[config.mk]
export PLATFORM = sky130hd
export DESIGN_NAME = uart_tx_flat
export DESIGN_NICKNAME = d
export VERILOG_FILES = /design/src/rtl/uart_pkg.sv /design/src/rtl/uart_tx_if.sv /design/src/rtl/uart_tx.sv /design/src/flat_wrapper.sv
export SDC_FILE = /design/constraint.sdc
export NUM_CORES = 1
export LEC_CHECK = 0
export BUFFER_PORTS_ARGS = -buffer_cell sky130_fd_sc_hd__buf_2
export CAP_MARGIN = 20
export CORE_ASPECT_RATIO = 1.25
export CORE_MARGIN = 4
export CORE_UTILIZATION = 45
export CTS_BUF_LIST = sky130_fd_sc_hd__clkbuf_4 sky130_fd_sc_hd__clkbuf_8 sky130_fd_sc_hd__clkbuf_16
export CTS_CLUSTER_DIAMETER = 80
export CTS_CLUSTER_SIZE = 25
export DETAILED_ROUTE_END_ITERATION = 10
export HOLD_SLACK_MARGIN = 0.05
export PLACE_DENSITY = 0.71
export SYNTH_ARGS = -nofsm -noshare
export SYNTH_HDL_FRONTEND = slang
export SYNTH_SLANG_ARGS = --single-unit
[constraint.sdc]
create_clock -name clk -period 1.9 [get_ports clk]
set_input_delay 0.095 -clock clk [delete_from_list [all_inputs] [get_ports clk]]
set_output_delay 0.095 -clock clk [all_outputs]
set_load 0.02 [all_outputs]
[src/rtl/uart_pkg.sv]
// Shared UART definitions: transmitter state encoding and parity modes.
// Imported by the transmitter today and by the receiver later.
package uart_pkg;

    typedef enum logic [2:0] {
        ST_IDLE   = 3'd0,
        ST_SYNC   = 3'd1,
        ST_START  = 3'd2,
        ST_DATA   = 3'd3,
        ST_PARITY = 3'd4,
        ST_STOP   = 3'd5
    } uart_tx_state_t;

    localparam logic [1:0] PAR_NONE = 2'd0;
    localparam logic [1:0] PAR_EVEN = 2'd1;
    localparam logic [1:0] PAR_ODD  = 2'd2;

    // Parity bit from the XOR-reduction of the data word.
    function automatic logic parity_bit(input logic [1:0] mode, input logic data_xor);
        return (mode == PAR_ODD) ? ~data_xor : data_xor;
    endfunction

endpackage

[src/rtl/uart_tx_if.sv]
// Host-side byte handshake plus serial line and status of the UART transmitter.
interface uart_tx_if #(
    parameter int DATA_BITS = 8
);
    logic [DATA_BITS-1:0] tx_data;
    logic                 tx_valid;
    logic                 tx_ready;
    logic                 tx;
    logic                 busy;

    modport master (output tx_data, output tx_valid, input tx_ready, input tx, input busy);
    modport slave  (input tx_data, input tx_valid, output tx_ready, output tx, output busy);
endinterface

[src/rtl/uart_tx.sv]
// UART transmit serializer: start bit, LSB-first data, optional parity, stop bits,
// each bit exactly one baud_tick interval long.
module uart_tx
    import uart_pkg::*;
#(
    parameter int         DATA_BITS = 8,
    parameter int         STOP_BITS = 1,
    parameter logic [1:0] PARITY    = PAR_NONE
) (
    input  logic     clk,
    input  logic     rst,
    input  logic     baud_tick,
    uart_tx_if.slave bus
);

    localparam int                CNT_W      = $clog2(DATA_BITS);
    localparam logic [CNT_W-1:0]  LAST_BIT   = CNT_W'(DATA_BITS - 1);
    localparam logic              LAST_STOP  = 1'(STOP_BITS - 1);
    localparam bit                HAS_PARITY = (PARITY != PAR_NONE);

    if (DATA_BITS < 5 || DATA_BITS > 9) begin : g_bad_data_bits
        $error("uart_tx: DATA_BITS must be in 5..9");
    end
    if (STOP_BITS < 1 || STOP_BITS > 2) begin : g_bad_stop_bits
        $error("uart_tx: STOP_BITS must be 1 or 2");
    end

    uart_tx_state_t       r_state;
    logic [DATA_BITS-1:0] r_shreg;
    logic [CNT_W-1:0]     r_bit_cnt;
    logic                 r_stop_cnt;
    logic                 r_parity;
    logic                 r_tx;

    logic w_accept;
    logic w_shift;

    assign w_accept = (r_state == ST_IDLE) && bus.tx_valid;
    assign w_shift  = baud_tick &&
                      ((r_state == ST_START) ||
                       ((r_state == ST_DATA) && (r_bit_cnt != LAST_BIT)));

    // NOTE: the shift register and parity are pure datapath, always loaded on
    // acceptance before use, so they carry no reset.
    always_ff @(posedge clk) begin
        if (w_accept) begin
            r_shreg  <= bus.tx_data;
            r_parity <= parity_bit(PARITY, ^bus.tx_data);
        end else if (w_shift) begin
            r_shreg  <= r_shreg >> 1;
        end
    end

    always_ff @(posedge clk) begin
        if (rst) begin
            r_state    <= ST_IDLE;
            r_tx       <= 1'b1;
            r_bit_cnt  <= '0;
            r_stop_cnt <= 1'b0;
        end else begin
            case (r_state)
                ST_IDLE: begin
                    r_tx <= 1'b1;
                    if (bus.tx_valid) r_state <= ST_SYNC;
                end
                ST_SYNC: if (baud_tick) begin
                    r_tx    <= 1'b0;
                    r_state <= ST_START;
                end
                ST_START: if (baud_tick) begin
                    r_tx      <= r_shreg[0];
                    r_bit_cnt <= '0;
                    r_state   <= ST_DATA;
                end
                ST_DATA: if (baud_tick) begin
                    if (r_bit_cnt == LAST_BIT) begin
                        r_stop_cnt <= 1'b0;
                        if (HAS_PARITY) begin
                            r_tx    <= r_parity;
                            r_state <= ST_PARITY;
                        end else begin
                            r_tx    <= 1'b1;
                            r_state <= ST_STOP;
                        end
                    end else begin
                        // r_shreg[0] already holds the next bit after the previous shift
                        r_bit_cnt <= r_bit_cnt + 1'b1;
                        r_tx      <= r_shreg[0];
                    end
                end
                ST_PARITY: if (baud_tick) begin
                    r_tx       <= 1'b1;
                    r_stop_cnt <= 1'b0;
                    r_state    <= ST_STOP;
                end
                ST_STOP: if (baud_tick) begin
                    if (r_stop_cnt == LAST_STOP) r_state <= ST_IDLE;
                    else                         r_stop_cnt <= r_stop_cnt + 1'b1;
                end
                default: begin
                    r_tx    <= 1'b1;
                    r_state <= ST_IDLE;
                end
            endcase
        end
    end

    assign bus.tx       = r_tx;
    assign bus.tx_ready = (r_state == ST_IDLE);
    assign bus.busy     = (r_state != ST_IDLE);

endmodule

[src/flat_wrapper.sv]
// flat-port wrapper written by rule: the top's interface ports become plain ports
module uart_tx_flat import uart_pkg::*;
#(
    parameter int         DATA_BITS = 8,
    parameter int         STOP_BITS = 1,
    parameter logic [1:0] PARITY    = PAR_NONE
)
  (clk, rst, baud_tick, bus_tx_data, bus_tx_valid, bus_tx_ready, bus_tx, bus_busy);
  uart_tx_if #(.DATA_BITS(DATA_BITS)) bus_i ();
  input  logic clk;
  input  logic rst;
  input  logic baud_tick;
  input wire logic [$bits(bus_i.tx_data)-1:0] bus_tx_data;
  input wire logic [$bits(bus_i.tx_valid)-1:0] bus_tx_valid;
  output wire logic [$bits(bus_i.tx_ready)-1:0] bus_tx_ready;
  output wire logic [$bits(bus_i.tx)-1:0] bus_tx;
  output wire logic [$bits(bus_i.busy)-1:0] bus_busy;
  assign bus_i.tx_data = bus_tx_data;
  assign bus_i.tx_valid = bus_tx_valid;
  assign bus_tx_ready = bus_i.tx_ready;
  assign bus_tx = bus_i.tx;
  assign bus_busy = bus_i.busy;
  uart_tx #(.DATA_BITS(DATA_BITS), .STOP_BITS(STOP_BITS), .PARITY(PARITY)) u_core (.clk(clk), .rst(rst), .baud_tick(baud_tick), .bus(bus_i));
endmodule
; ---- Word-level counts from Yosys, hierarchy flattened
; Index checks and enable logic that the tools add are counted.
[op_classes]
add_sub_neg = 2
multipliers = 0
div_mod_pow = 0
magnitude_cmp = 0
eq_ne = 16
shifts = 0
muxes = 26
bitwise = 1
reduce_logical = 13
[ops]
columns = operator, count
row1 = two-way mux 3 bit, 11
row2 = != test 2 bit (second input constant), 9
row3 = one-hot mux 3 bit (6 select lines), 1
row4 = two-way mux 8 bit, 2
row5 = AND reduction 5 bit, 2
row6 = equality test 3 bit (second input constant), 3
row7 = two-way mux 1 bit, 9
row8 = AND reduction 8 bit, 1
row9 = equality test 3 x 2 -> 1 bit (second input constant), 2
row10 = one-hot mux 3 bit (2 select lines), 1
row11 = nonzero test 3 bit, 2
row12 = one-hot mux 1 bit (5 select lines), 1
row13 = AND reduction 4 bit, 1
row14 = nonzero test 2 bit, 2
row15 = adder 3 x 1 -> 3 bit (second input constant), 1
row16 = equality test 3 x 1 -> 1 bit (second input constant), 1
row17 = logical AND 1 bit, 3
row18 = logical NOT 3 bit, 1
row19 = != test 3 bit (second input constant), 1
row20 = one-hot mux 1 bit (3 select lines), 1
row21 = adder 1 bit (second input constant), 1
row22 = logical OR 1 bit, 1
row23 = NOT 1 bit, 1
[totals]
ff_bits = 16
latch_bits = 0
mem_bits_rw = 0
romBits = 0
in_bits = 12
out_inout_bits = 3
word_cells = 63
mem_count = 0

; ---- Logic depth before layout (Yosys ltp)
[depth]
word_depth = 6
mapped_depth = 5
mapped_depth_nobuf = 5

; ---- Worst setup path after synthesis
; OpenSTA, ideal clock, no wires.
[synth_path]
kind = reg2reg
from = reg u_core.r_state[0]
to = reg u_core.r_shreg[0] (enable)
setup_ps = 326
arrival_time_ps = 1209
required_time_ps = 1574
path_slack_ps = 365
stages_incl_launch_ff = 5
path_buffers = 1
period_less_slack_ps = 1535
cell_sequence = dfxtp_1 -> nor3_4 -> and2_4 -> buf_12 -> a21o_1
[synth_via]
word_cells_on_any_way = 8
cone_classes = eq/ne (2) / reduce/logical (6)
[synth_lines]
columns = element, line
row1 = "start, declared", uart_tx.sv:28  ; uart_tx_state_t r_state;
row2 = "start signal, assigned", uart_tx.sv:56  ; r_state <= ST_IDLE;
row3 = "start signal, assigned", uart_tx.sv:64  ; if (bus.tx_valid) r_state <= ST_SYNC;
row4 = "start signal, assigned", uart_tx.sv:68  ; r_state <= ST_START;
row5 = logical NOT 3 bit, --
row6 = named net bus_tx_ready, flat_wrapper.sv:15  ; output wire logic [$bits(bus_i.tx_ready)-1:0] bus_tx_ready;
row7 = logical AND 1 bit, uart_tx.sv:38  ; assign w_accept = (r_state == ST_IDLE) && bus.tx_valid;
row8 = nonzero test 2 bit (no line), --
row9 = "end signal, assigned", uart_tx.sv:47  ; r_shreg <= bus.tx_data;
row10 = "end signal, assigned", uart_tx.sv:50  ; r_shreg <= r_shreg >> 1;
row11 = "end, declared", uart_tx.sv:29  ; logic [DATA_BITS-1:0] r_shreg;
; The timed path passes the listed nets, and every way through them passes these cells.
; A chain may end at the register's enable or synchronous reset.

; ---- Final worst setup path
[layout_path]
from = reg u_core.r_state[1]
to = reg u_core.r_shreg[7] (enable)
[layout_via]
elab_chain_len = 5
word_cells_on_any_way = 8
cone_classes = eq/ne (2) / reduce/logical (6)
[layout_rtl]
columns = element, line
row1 = equality test 3 x 2 -> 1 bit, uart_tx.sv:41  ; ((r_state == ST_DATA) && (r_bit_cnt != LAST_BIT)));
row2 = logical AND 1 bit, uart_tx.sv:41
row3 = logical OR 1 bit, uart_tx.sv:40  ; ((r_state == ST_START) ||
row4 = logical AND 1 bit, uart_tx.sv:39  ; assign w_shift = baud_tick &&
row5 = nonzero test 2 bit (no line) (*), --
; Every way passes the cells marked *; elsewhere a longest branch is shown, timed or not.

==> key figures <==
Synthesis
  – Avg Cell Area, Syn: 12.0 um^2
  – Mapped Cells: 70
  – Top cell type's share of synthesized area: 0.287
  – Post-synthesis cell type count: 36
  – Post-synthesis cell area: 838 um^2
  – Largest cells by area after synthesis: edfxtp_1 (29%), dfxtp_1 (17%), mux2_4 (13%), a2111oi_4 (3.3%), ha_1 (3.0%)
  – Post-synthesis sequential area ratio: 0.454
  – Synthesized flop and latch total: 15
  – Largest area contributor in the netlist: edfxtp_1
  – Yosys warnings: 0
  – Syn nets: 84

Worst setup path
  – Crit path from: u_core.r_state[1]
  – Crit-path leading delay family: simple AND/OR/NAND/NOR gates
  – Critical Path Max Stage Delay: 0.45 ns
  – Cells on worst reg2reg path: 3
  – Crit path max-delay cell type: dfxtp_1
  – R2R Path End: u_core.r_shreg[7]
  – Worst path arrival time: 1.55 ns
  – Worst setup EP type: register
  – CP max FO: 11
  – CP cell instances: nor3_4 > and2_4 > a21o_1
  – R2R Setup Slk: 0.31 ns
  – Setup CP Type: reg -> reg
  – Worst setup path endpoint: u_core.r_shreg[7]
  – Critical R2R Launch: u_core.r_state[1]
  – CP Depth: 3
  – Worst Path Buf+Inv: 0
  – Startpoint class of the critical path: register
  – Req. time, crit path: 1.86 ns

Power and ir drop
  – VDD IR max: 0.541 mV
  – Sequential share of power: 0.550
  – Internal Power: 0.533 mW
  – Power Dens Cells: 776 nW/um^2
  – Switch Pwr: 0.183 mW
  – Combinational Power Share: 0.205
  – Clock power frac: 0.245
  – Net Sw Frac: 0.256
  – Lkg Pwr: 0.382 nW

Global route
  – First-pass GRT wire length: 2340 um
  – Initial antenna violation count: 0
  – Global route total overflow: 0
  – Total GRT Usage: 0.126
  – Pin count of the biggest net entering global routing: 13
  – Vias in the first global route: 546

Placed design
  – # port buffers: 14
  – Global placement routability congestion: 0.730
  – DP Wirelength: 1030 um
  – Placed Instances: 99
  – Placed cell area: 896 um^2

STA
  – Max-slew violation total from the final report: 0
  – Minimum clock period after layout: 1.59 ns
  – Slew HR: 0.682
  – Tcrit/Tclk final: 0.837
  – Setup Skew: 0.00402 ns
  – Hold Violations, Final: 0
  – Setup tns final: 0 ns
  – RSZ-0062 raised after global routing: false
  – Fmax: 629 MHz
  – Final setup viols: 0
  – WHS: 0.110 ns
  – Worst-Margin Slew: 0.476 ns

Floorplan
  – Starting Density: 0.475
  – Die height: 56.3 um
  – Die Wd: 46.6 um
  – Num rows: 17
  – IO Pins: 15
  – DIE AREA: 2620 um^2
  – CORE AREA: 1770 um^2

Route
  – Initial drt markers: 12
  – Detailed Route WL: 1400 um
  – DRC violations left: 0
  – Avg Vias per Cell: 5.37
  – Wirelength per Cell: 13.6 um
  – Vias: 553
  – Pre-antenna DRT Iters: 4
  – Antenna Violating Nets Remaining: 0

Clock tree
  – Max H-tree Level: 1
  – Clock tree buffer depth: 2
  – Clock sinks: 15
  – Root Buffer Master: clkbuf_4
  – TritonCTS clock tree: done
  – # hold bufs at CTS: 0
  – Setup bufs post-CTS: 0
  – Register clock-pin slew on the reported worst setup and hold paths: 0.09 ns
  – Worst-Skew Late Latency: 0.28 ns
  – CTS resizes: 0
  – Total CTS buffers: 3

Final layout
  – Post-Layout Cell Count: 103
  – Fillers: 163
  – N_diodes: 0
  – Layout Nets: 99
  – Share of layout cells above drive strength 1: 0.393
  – Post-Route Utilization: 0.523
  – Fin area: 923 um^2
  – Area Growth Syn to Fin: 10.1%
  – Flip-flop and latch area: 380 um^2
  – Area of the multi-input gates: 407 um^2

Hold path
  – Hold Path Class: in -> reg
  – Min-delay src: rst

Flow run
  – Max-cap violations: 0

Run status
  – Status: completed
==> worst min-delay path by stage <==
stage,to,depth (start not counted)
global placement,u_core.r_shreg[5],2
global route,u_core.r_shreg[0],2
finish,u_core.r_bit_cnt[2],2
CTS,u_core.r_bit_cnt[2],2
detailed placement,u_core.r_shreg[6],2
floorplan,u_core.r_shreg[0],1
==> final cells by class <==
class                   instances  share of cell area
multi-input cells              48               0.440
flip-flops and latches         15               0.412
repair buffers                 15              0.0840
well taps                      19              0.0257
clock buffers                   3              0.0244
inverters                       2             0.00813
clock inverters                 1             0.00542
==> worst reg2reg max path, delay by kind of cell (launching register included) <==
kind	cells	cell delay [ns]
flip-flops	1	0.45
AO/OA/AOI/OAI	1	0.30
AND/OR/NAND/NOR	2	0.53
==> placed cells by master, fill, tap and decap left out, types with 2 or more instances in the layout <==
cell type | netlist | routed
o21ai_0 | 4 | 4
nand4_1 | 2 | 2
nor2_1 | 3 | 3
mux2_4 | 7 | 7
clkbuf_4 | 0 | 3
inv_1 | 2 | 2
mux2i_1 | 2 | 2
ha_1 | 2 | 2
a21oi_1 | 4 | 4
nand2_1 | 3 | 3
dfxtp_1 | 7 | 7
buf_2 | 1 | 14
edfxtp_1 | 8 | 8
==> through the flow <==
stage	worst slack, ns	power, mW
2_1_floorplan	0.365	0.522
3_5_place_dp	0.295	0.549
6_report	0.309	0.716
5_1_grt	0.201	0.757
3_3_place_gp	0.333	0.544
4_1_cts	0.289	0.727
==> cells by family after synthesis <==
group	share of synthesized area
adders and majority gates	0.0298
and+or+nand+nor	0.160
buffers and inverters	0.0612
AOI/OAI and AO/OA	0.146
muxes	0.149
DFF	0.454
==> power groups by stage <==
stage	clock network [mW]	logic [mW]	registers, mW
after CTS	0.183	0.149	0.395
after floorplan	0	0.125	0.397
after global routing	0.200	0.160	0.397
after global placement	0	0.144	0.400
after detailed placement	0	0.148	0.401
final	0.176	0.147	0.394
==> cells in the mapped netlist <==
library cell	number
buf_2	1
and2_4	1
mux2i_1	2
ha_1	2
buf_4	2
o21ba_2	1
nand4b_1	1
a21oi_1	4
and2_1	1
nor3_1	1
nor2b_1	1
a31oi_1	1
inv_1	2
buf_1	1
nor2_1	3
and3_1	1
a21o_2	1
a2111oi_1	1
dfxtp_1	7
o21bai_1	1
a21o_1	1
and3b_1	1
o21ai_1	1
or3_1	1
a2111oi_4	1
nand4_1	2
buf_12	1
nor2_2	1
nand3_1	1
o21ai_0	4
nand2_1	3
edfxtp_1	8
nor3_4	1
and3_2	1
nand3b_1	1
mux2_4	7
==> layer usage <==
layer	part of all wire	vias up	track usage
met3	0.048	2	0.0288
met2	0.48	11	0.191
met5	0	-	0
met4	0.015	0	0.0732
li1	-	285	-
met1	0.46	255	0.155
==> sequential cells by signal, indices dropped and copies added, names as in the netlist <==
name	cells
u_core.bus.tx	1
u_core.r_bit_cnt	3
u_core.r_shreg	8
u_core.r_state	3
No activity file was read; power rests on OpenSTA's default activity.
